[config.mk]
export PLATFORM = sky130hd
export DESIGN_NAME = mindfocus_game_core
export DESIGN_NICKNAME = d
export VERILOG_FILES = /design/src/rtl/mindfocus_game_core.sv
export SDC_FILE = /design/constraint.sdc
export NUM_CORES = 1
export LEC_CHECK = 0
export ABC_AREA = 1
export BUFFER_PORTS_ARGS = -buffer_cell sky130_fd_sc_hd__buf_2
export CAP_MARGIN = 20
export CORE_ASPECT_RATIO = 1.5
export CORE_MARGIN = 5
export CORE_UTILIZATION = 60
export DETAILED_ROUTE_END_ITERATION = 12
export PLACE_DENSITY = 0.79
export SYNTH_ARGS = -nofsm -noshare
export SYNTH_HDL_FRONTEND = slang
export SYNTH_SLANG_ARGS = --single-unit
[constraint.sdc]
create_clock -name clock -period 6.6 [get_ports clock]
set_clock_uncertainty 0.2 [all_clocks]
set_input_delay 0.66 -clock clock [delete_from_list [all_inputs] [get_ports clock]]
set_output_delay 0.66 -clock clock [all_outputs]
set_load 0.005 [all_outputs]
[src/rtl/mindfocus_game_core.sv]
// mindfocus_game_core
// Top-level controller of the MindFocus memory/attention game. Each round
// shows a target button pattern (MOSTRA), hides it during a focus interval
// (FOCO), waits for the player's press (ESPERA) and scores it against the
// target. A game is N_RODADAS rounds long and ends in FIM.
//
// Ports:
//   clock          system clock, rising edge (1 kHz on the board)
//   reset          asynchronous, active-low reset
//   iniciar        start/restart a game (level sampled)
//   voltar         abort to idle from any state (level sampled)
//   botoes[3:0]    player buttons, active-high
//   pronto         high while the game is finished (FIM)
//   acertos[3:0]   number of correct plays, saturating at 15
//   db_igual       combinational: captured play equals current target
//   db_clock       copy of clock
//   db_igualjogada registered result of the last comparison
//   db_tem_jogada  one-cycle pulse on a new press (0000 -> non-zero)
//   db_estado      7-seg (active-low, gfedcba) of the state code
//   db_acertos     7-seg of acertos
//   db_indice0     7-seg of the round number
//   db_indice1     7-seg of the target while showing it, blank otherwise
//   db_indice2     7-seg of the captured play
//   db_indice3     7-seg of elapsed timer seconds, saturated at F
module mindfocus_game_core #(
   parameter int T_MOSTRA  = 5000,
   parameter int T_FOCO    = 5000,
   parameter int T_JOGADA  = 10000,
   parameter int N_RODADAS = 4
) (
   input  logic       clock,
   input  logic       reset,
   input  logic       iniciar,
   input  logic       voltar,
   input  logic [3:0] botoes,
   output logic       pronto,
   output logic [3:0] acertos,
   output logic       db_igual,
   output logic       db_clock,
   output logic       db_igualjogada,
   output logic       db_tem_jogada,
   output logic [6:0] db_estado,
   output logic [6:0] db_acertos,
   output logic [6:0] db_indice0,
   output logic [6:0] db_indice1,
   output logic [6:0] db_indice2,
   output logic [6:0] db_indice3
);

   // State values double as the hex code shown on db_estado.
   typedef enum logic [3:0] {
      INICIAL  = 4'h0,
      PREPARA  = 4'h1,
      MOSTRA   = 4'h2,
      FOCO     = 4'h3,
      ESPERA   = 4'h4,
      REGISTRA = 4'h5,
      COMPARA  = 4'h6,
      PROXIMA  = 4'h7,
      FIM      = 4'hF
   } state_t;

   localparam logic [15:0] MOSTRA_LAST = 16'(T_MOSTRA - 1);
   localparam logic [15:0] FOCO_LAST   = 16'(T_FOCO - 1);
   localparam logic [15:0] JOGADA_LAST = 16'(T_JOGADA - 1);
   localparam logic [3:0]  LAST_ROUND  = 4'(N_RODADAS - 1);
   localparam logic [6:0]  SEG_BLANK   = 7'b1111111;

   state_t      state;
   state_t      next_state;
   logic [15:0] timer;
   logic [3:0]  round;
   logic [3:0]  jogada;
   logic [3:0]  botoes_prev;
   logic [3:0]  target;
   logic        tem_jogada;
   logic [3:0]  seconds;

   // Hex digit to active-low 7-segment pattern, bit order gfedcba.
   function automatic logic [6:0] hex7(input logic [3:0] v);
      logic [6:0] s;
      case (v)
         4'h0: s = 7'b1000000;
         4'h1: s = 7'b1111001;
         4'h2: s = 7'b0100100;
         4'h3: s = 7'b0110000;
         4'h4: s = 7'b0011001;
         4'h5: s = 7'b0010010;
         4'h6: s = 7'b0000010;
         4'h7: s = 7'b1111000;
         4'h8: s = 7'b0000000;
         4'h9: s = 7'b0010000;
         4'hA: s = 7'b0001000;
         4'hB: s = 7'b0000011;
         4'hC: s = 7'b1000110;
         4'hD: s = 7'b0100001;
         4'hE: s = 7'b0000110;
         default: s = 7'b0001110;
      endcase
      return s;
   endfunction

   // Target ROM indexed by round; rounds beyond the table show no target.
   always_comb begin
      target = 4'b0000;
      case (round)
         4'd0: target = 4'b1000;
         4'd1: target = 4'b0100;
         4'd2: target = 4'b1000;
         4'd3: target = 4'b0001;
         default: target = 4'b0000;
      endcase
   end

   // A press counts only on the transition from all-released to any button,
   // so a held button is seen once and must be released before the next one.
   assign tem_jogada = (botoes != 4'b0000) && (botoes_prev == 4'b0000);

   // Next-state logic. Each timed state leaves on the cycle its timer reaches
   // the last count, which gives exactly T cycles of residence because the
   // timer clears on entry. In ESPERA the press is tested before the timeout
   // so a press arriving on the timeout edge is still accepted. voltar
   // overrides everything except when already idle.
   always_comb begin
      next_state = state;
      case (state)
         INICIAL:  if (iniciar) next_state = PREPARA;
         PREPARA:  next_state = MOSTRA;
         MOSTRA:   if (timer == MOSTRA_LAST) next_state = FOCO;
         FOCO:     if (timer == FOCO_LAST) next_state = ESPERA;
         ESPERA: begin
            if (tem_jogada)                next_state = REGISTRA;
            else if (timer == JOGADA_LAST) next_state = COMPARA;
         end
         REGISTRA: next_state = COMPARA;
         COMPARA:  next_state = PROXIMA;
         PROXIMA:  next_state = (round == LAST_ROUND) ? FIM : MOSTRA;
         FIM:      if (iniciar) next_state = PREPARA;
         default:  next_state = INICIAL;
      endcase
      if (voltar && (state != INICIAL)) next_state = INICIAL;
   end

   // State register.
   always_ff @(posedge clock or negedge reset) begin
      if (!reset) state <= INICIAL;
      else        state <= next_state;
   end

   // Cycle timer: cleared whenever the state changes, otherwise counts up and
   // parks at all-ones so long idle periods never wrap back to zero.
   always_ff @(posedge clock or negedge reset) begin
      if (!reset) begin
         timer <= 16'd0;
      end else if (next_state != state) begin
         timer <= 16'd0;
      end else if (timer != 16'hFFFF) begin
         timer <= timer + 16'd1;
      end
   end

   // Previous button sample, tracked in every state so buttons held through
   // FOCO cannot register as a fresh press when ESPERA begins.
   always_ff @(posedge clock or negedge reset) begin
      if (!reset) botoes_prev <= 4'b0000;
      else        botoes_prev <= botoes;
   end

   // Round datapath. Updates are qualified by next_state so an abort
   // (voltar) on the same edge suppresses them.
   always_ff @(posedge clock or negedge reset) begin
      if (!reset) begin
         round          <= 4'd0;
         jogada         <= 4'b0000;
         acertos        <= 4'd0;
         db_igualjogada <= 1'b0;
      end else begin
         case (state)
            PREPARA: begin
               round          <= 4'd0;
               jogada         <= 4'b0000;
               acertos        <= 4'd0;
               db_igualjogada <= 1'b0;
            end
            ESPERA: begin
               if (next_state == COMPARA) jogada <= 4'b0000;
            end
            REGISTRA: begin
               if (next_state == COMPARA) jogada <= botoes;
            end
            COMPARA: begin
               if (next_state == PROXIMA) begin
                  db_igualjogada <= (jogada == target);
                  if ((jogada == target) && (acertos != 4'd15))
                     acertos <= acertos + 4'd1;
               end
            end
            PROXIMA: begin
               if (next_state == MOSTRA) round <= round + 4'd1;
            end
            default: ;
         endcase
      end
   end

   // Elapsed whole seconds of the current state at 1 kHz, capped at F.
   always_comb begin
      seconds = 4'd15;
      if (timer < 16'd15000) seconds = 4'(timer / 16'd1000);
   end

   // Outputs decoded from registered state and datapath.
   always_comb begin
      pronto        = (state == FIM);
      db_igual      = (jogada == target);
      db_clock      = clock;
      db_tem_jogada = tem_jogada;
      db_estado     = hex7(state);
      db_acertos    = hex7(acertos);
      db_indice0    = hex7(round);
      db_indice1    = (state == MOSTRA) ? hex7(target) : SEG_BLANK;
      db_indice2    = hex7(jogada);
      db_indice3    = hex7(seconds);
   end

endmodule

==> impl_metrics.json <==
{
  "ff2ff_path_depth": 21,
  "boundaryPins": 59,
  "ant_nets": 0,
  "portBuffers": 58,
  "cp_max_fo": 9,
  "drc": 0,
  "finalMaxSlewViolations": 0,
  "layout_min_cycle_time_ns": 6.08,
  "die_area_mm2": 0.00939,
  "layout_commonest_cell": "nand2_1",
  "synth-seq-cells": 37,
  "syn_nets": 737,
  "dpl_cell_area_mm2": 0.00489,
  "synth_seq_area_share_pct": 20.5,
  "layout_common_cells": "nand2_1, inv_1, nor2_1, nand3_1, buf_2",
  "setup_slack_ns": 0.523,
  "status": "complete, no violations",
  "p_per_area_mw_per_mm2": 178,
  "fill_cells": 666,
  "routed_via_density": 5.68,
  "antenna_found_initial": 0,
  "period_share_pct": 92.1,
  "initial_core_util_pct": 62.0,
  "grt_pass1_vias": 4757,
  "arrival_ns": 5.22,
  "finalSetupViolCount": 0,
  "rsz0062_at_grt": "false",
  "num_rows": 38,
  "path_class": "flop to output pin",
  "post_cts.repair.setup_buffers": 0,
  "holdBufCountCts": 0,
  "ir_worst_vdd_uv": 215,
  "dpl.hpwl_um": 9390,
  "netlist.area_leader.share_pct": 20.5,
  "netlist_instances": 694,
  "tritoncts": "done",
  "max_slew_margin_pct": 44.3,
  "ys_async_sr_fraction_pct": 100,
  "die_y_um": 116,
  "hold_viol_final": 0,
  "post_drt_wl_per_cell_um": 13.8,
  "finalSetupTns_ns": 0,
  "worstSkewPairLatency_ns": 0.41,
  "overflow": 0,
  "synth_edf_count": 0,
  "synthTopCellsByArea": "dfrtp_1, nand2_1, ha_1",
  "track_usage_pct": 26.3,
  "synthFlopType": "dfrtp_1",
  "cp-start-kind": "flop",
  "worstPathRequired_ns": 5.74,
  "clock.fmax_mhz": 165,
  "tightestPinTransition_ns": 0.836,
  "finalInstanceArea_mm2": 0.00502,
  "hold_ws_ns": 0.143,
  "instances_no_fill": 852,
  "clk_pin_slew_worst_paths_ns": 0.09,
  "drtIter0Drc": 360,
  "synth_cell_type_count": 52,
  "area_delta_synth_final_pct": 11.2,
  "placed_cells": 841,
  "slowest_stage": "dfrtp_1",
  "grt_max_degree": 38,
  "endpoint_kind": "output pin",
  "yosysWarnings": 0,
  "synth_top_area_cell": "dfrtp_1",
  "wl_um": 11700,
  "maxCapViolCount": 0,
  "drive_gt1_share_pct": 18.6,
  "pre_cts_ws_ns": 0.926,
  "cpPeakStageDelay_ns": 0.44,
  "synthesis.area_mm2": 0.00451,
  "synth_area_per_cell_um2": 6.50,
  "dr.pass1.iters": 5,
  "die_x_um": 80.8,
  "antenna_cells": 0,
  "gp_congestion": 0.929,
  "fin_total_pwr_mw": 0.896,
  "vias": 4838,
  "grt_pass1_wl_um": 20000,
  "core_mm2": 0.00727,
  "nets": 794,
  "hold_path_class": "primary input to async pin",
  "leakage_nw": 2.61,
  "crit_top_cell": "nand2_2",
  "utilization_pct": 69.0
}
[per-layer routing]
metal  GRT usage, %  part of all wire [%]  vias up
li1               -                     -     2414
met1           26.6                    37     2240
met2           49.5                    55      146
met3           4.78                   4.7       38
met4           14.3                   3.4        0
met5              0                     0        -
[worst paths after layout]
check / from / to / slack [ns]
worst max register to register: state[0] / timer[15] / 2.33
worst min register to register: db_igualjogada / db_igualjogada / 0.35
min in group clock: botoes[3] / botoes_prev[3] / 0.19
worst min-delay path: reset / jogada[3] / 0.14
worst max-delay path: timer[9] / db_indice3[5] / 0.52
max in group asynchronous: reset / timer[12] / 5.49
[critical path: cells and delay by family (launching register included)]
family / cells / cell delay (ns)
simple gates: 30 / 3.44
fa+ha+maj: 1 / 0.19
compound gates: 2 / 0.34
buf+inv: 3 / 0.39
flops: 1 / 0.44
[final cells by class]
class	count	area (um^2)	share of cell area [%]
Multi-Input combinational cell	536	3120	62.2
Sequential cell	37	927	18.5
Inverter	108	408	8.13
Timing Repair Buffer	59	300	5.98
Tap cell	100	125	2.49
Clock buffer	9	115	2.29
Clock inverter	3	21.3	0.424
[cells in the mapped netlist, types with 3 or more instances]
library cell,count
nand3_4,3
o21ai_0,47
nand4_1,10
clkbuf_1,11
nand2_1,144
nor2_2,7
o211ai_1,9
nand2_2,26
a31oi_1,7
inv_2,5
nor4_1,5
nand3_1,64
nand2_4,8
a32oi_1,3
o22ai_1,5
nor3_1,12
a221oi_1,3
inv_1,99
nand3_2,5
o21ai_1,4
xor2_1,9
ha_1,35
nor2_1,69
dfrtp_1,37
a21oi_1,22
nor2_4,5
a211oi_1,4
clkinv_1,3
nand3b_1,3
[registers in the layout, summed over array words and instances, names as in the netlist]
| signal | flops |
|---|---|
| acertos | 4 |
| botoes_prev | 4 |
| db_igualjogada | 1 |
| jogada | 4 |
| round | 4 |
| state | 4 |
| timer | 16 |
[cells by family after synthesis]
| logic type | after synthesis | synth area share (%) |
|---|---|---|
| AND/OR/NAND/NOR | 369 | 40.6 |
| AO/OA/AOI/OAI | 122 | 17.0 |
| buffers and inverters | 121 | 10.3 |
| flip-flops | 37 | 20.5 |
| adder cells (fa/ha/maj) | 35 | 9.70 |
| XOR/XNOR | 10 | 1.94 |
[report_power, final]
part	switching (mW)	leakage (nW)	total, mW	internal (mW)
Combinational	0.269	2.04	0.402	0.134
Sequential	0.0272	0.500	0.273	0.245
Clock	0.103	0.0700	0.221	0.118
[timing repair]
action,4_1_cts,5_1_grt
resized for setup,0,2
endpoints found under the hold margin,0,0
endpoints found under the setup margin,0,3
No activity file was read; power rests on OpenSTA's default activity.
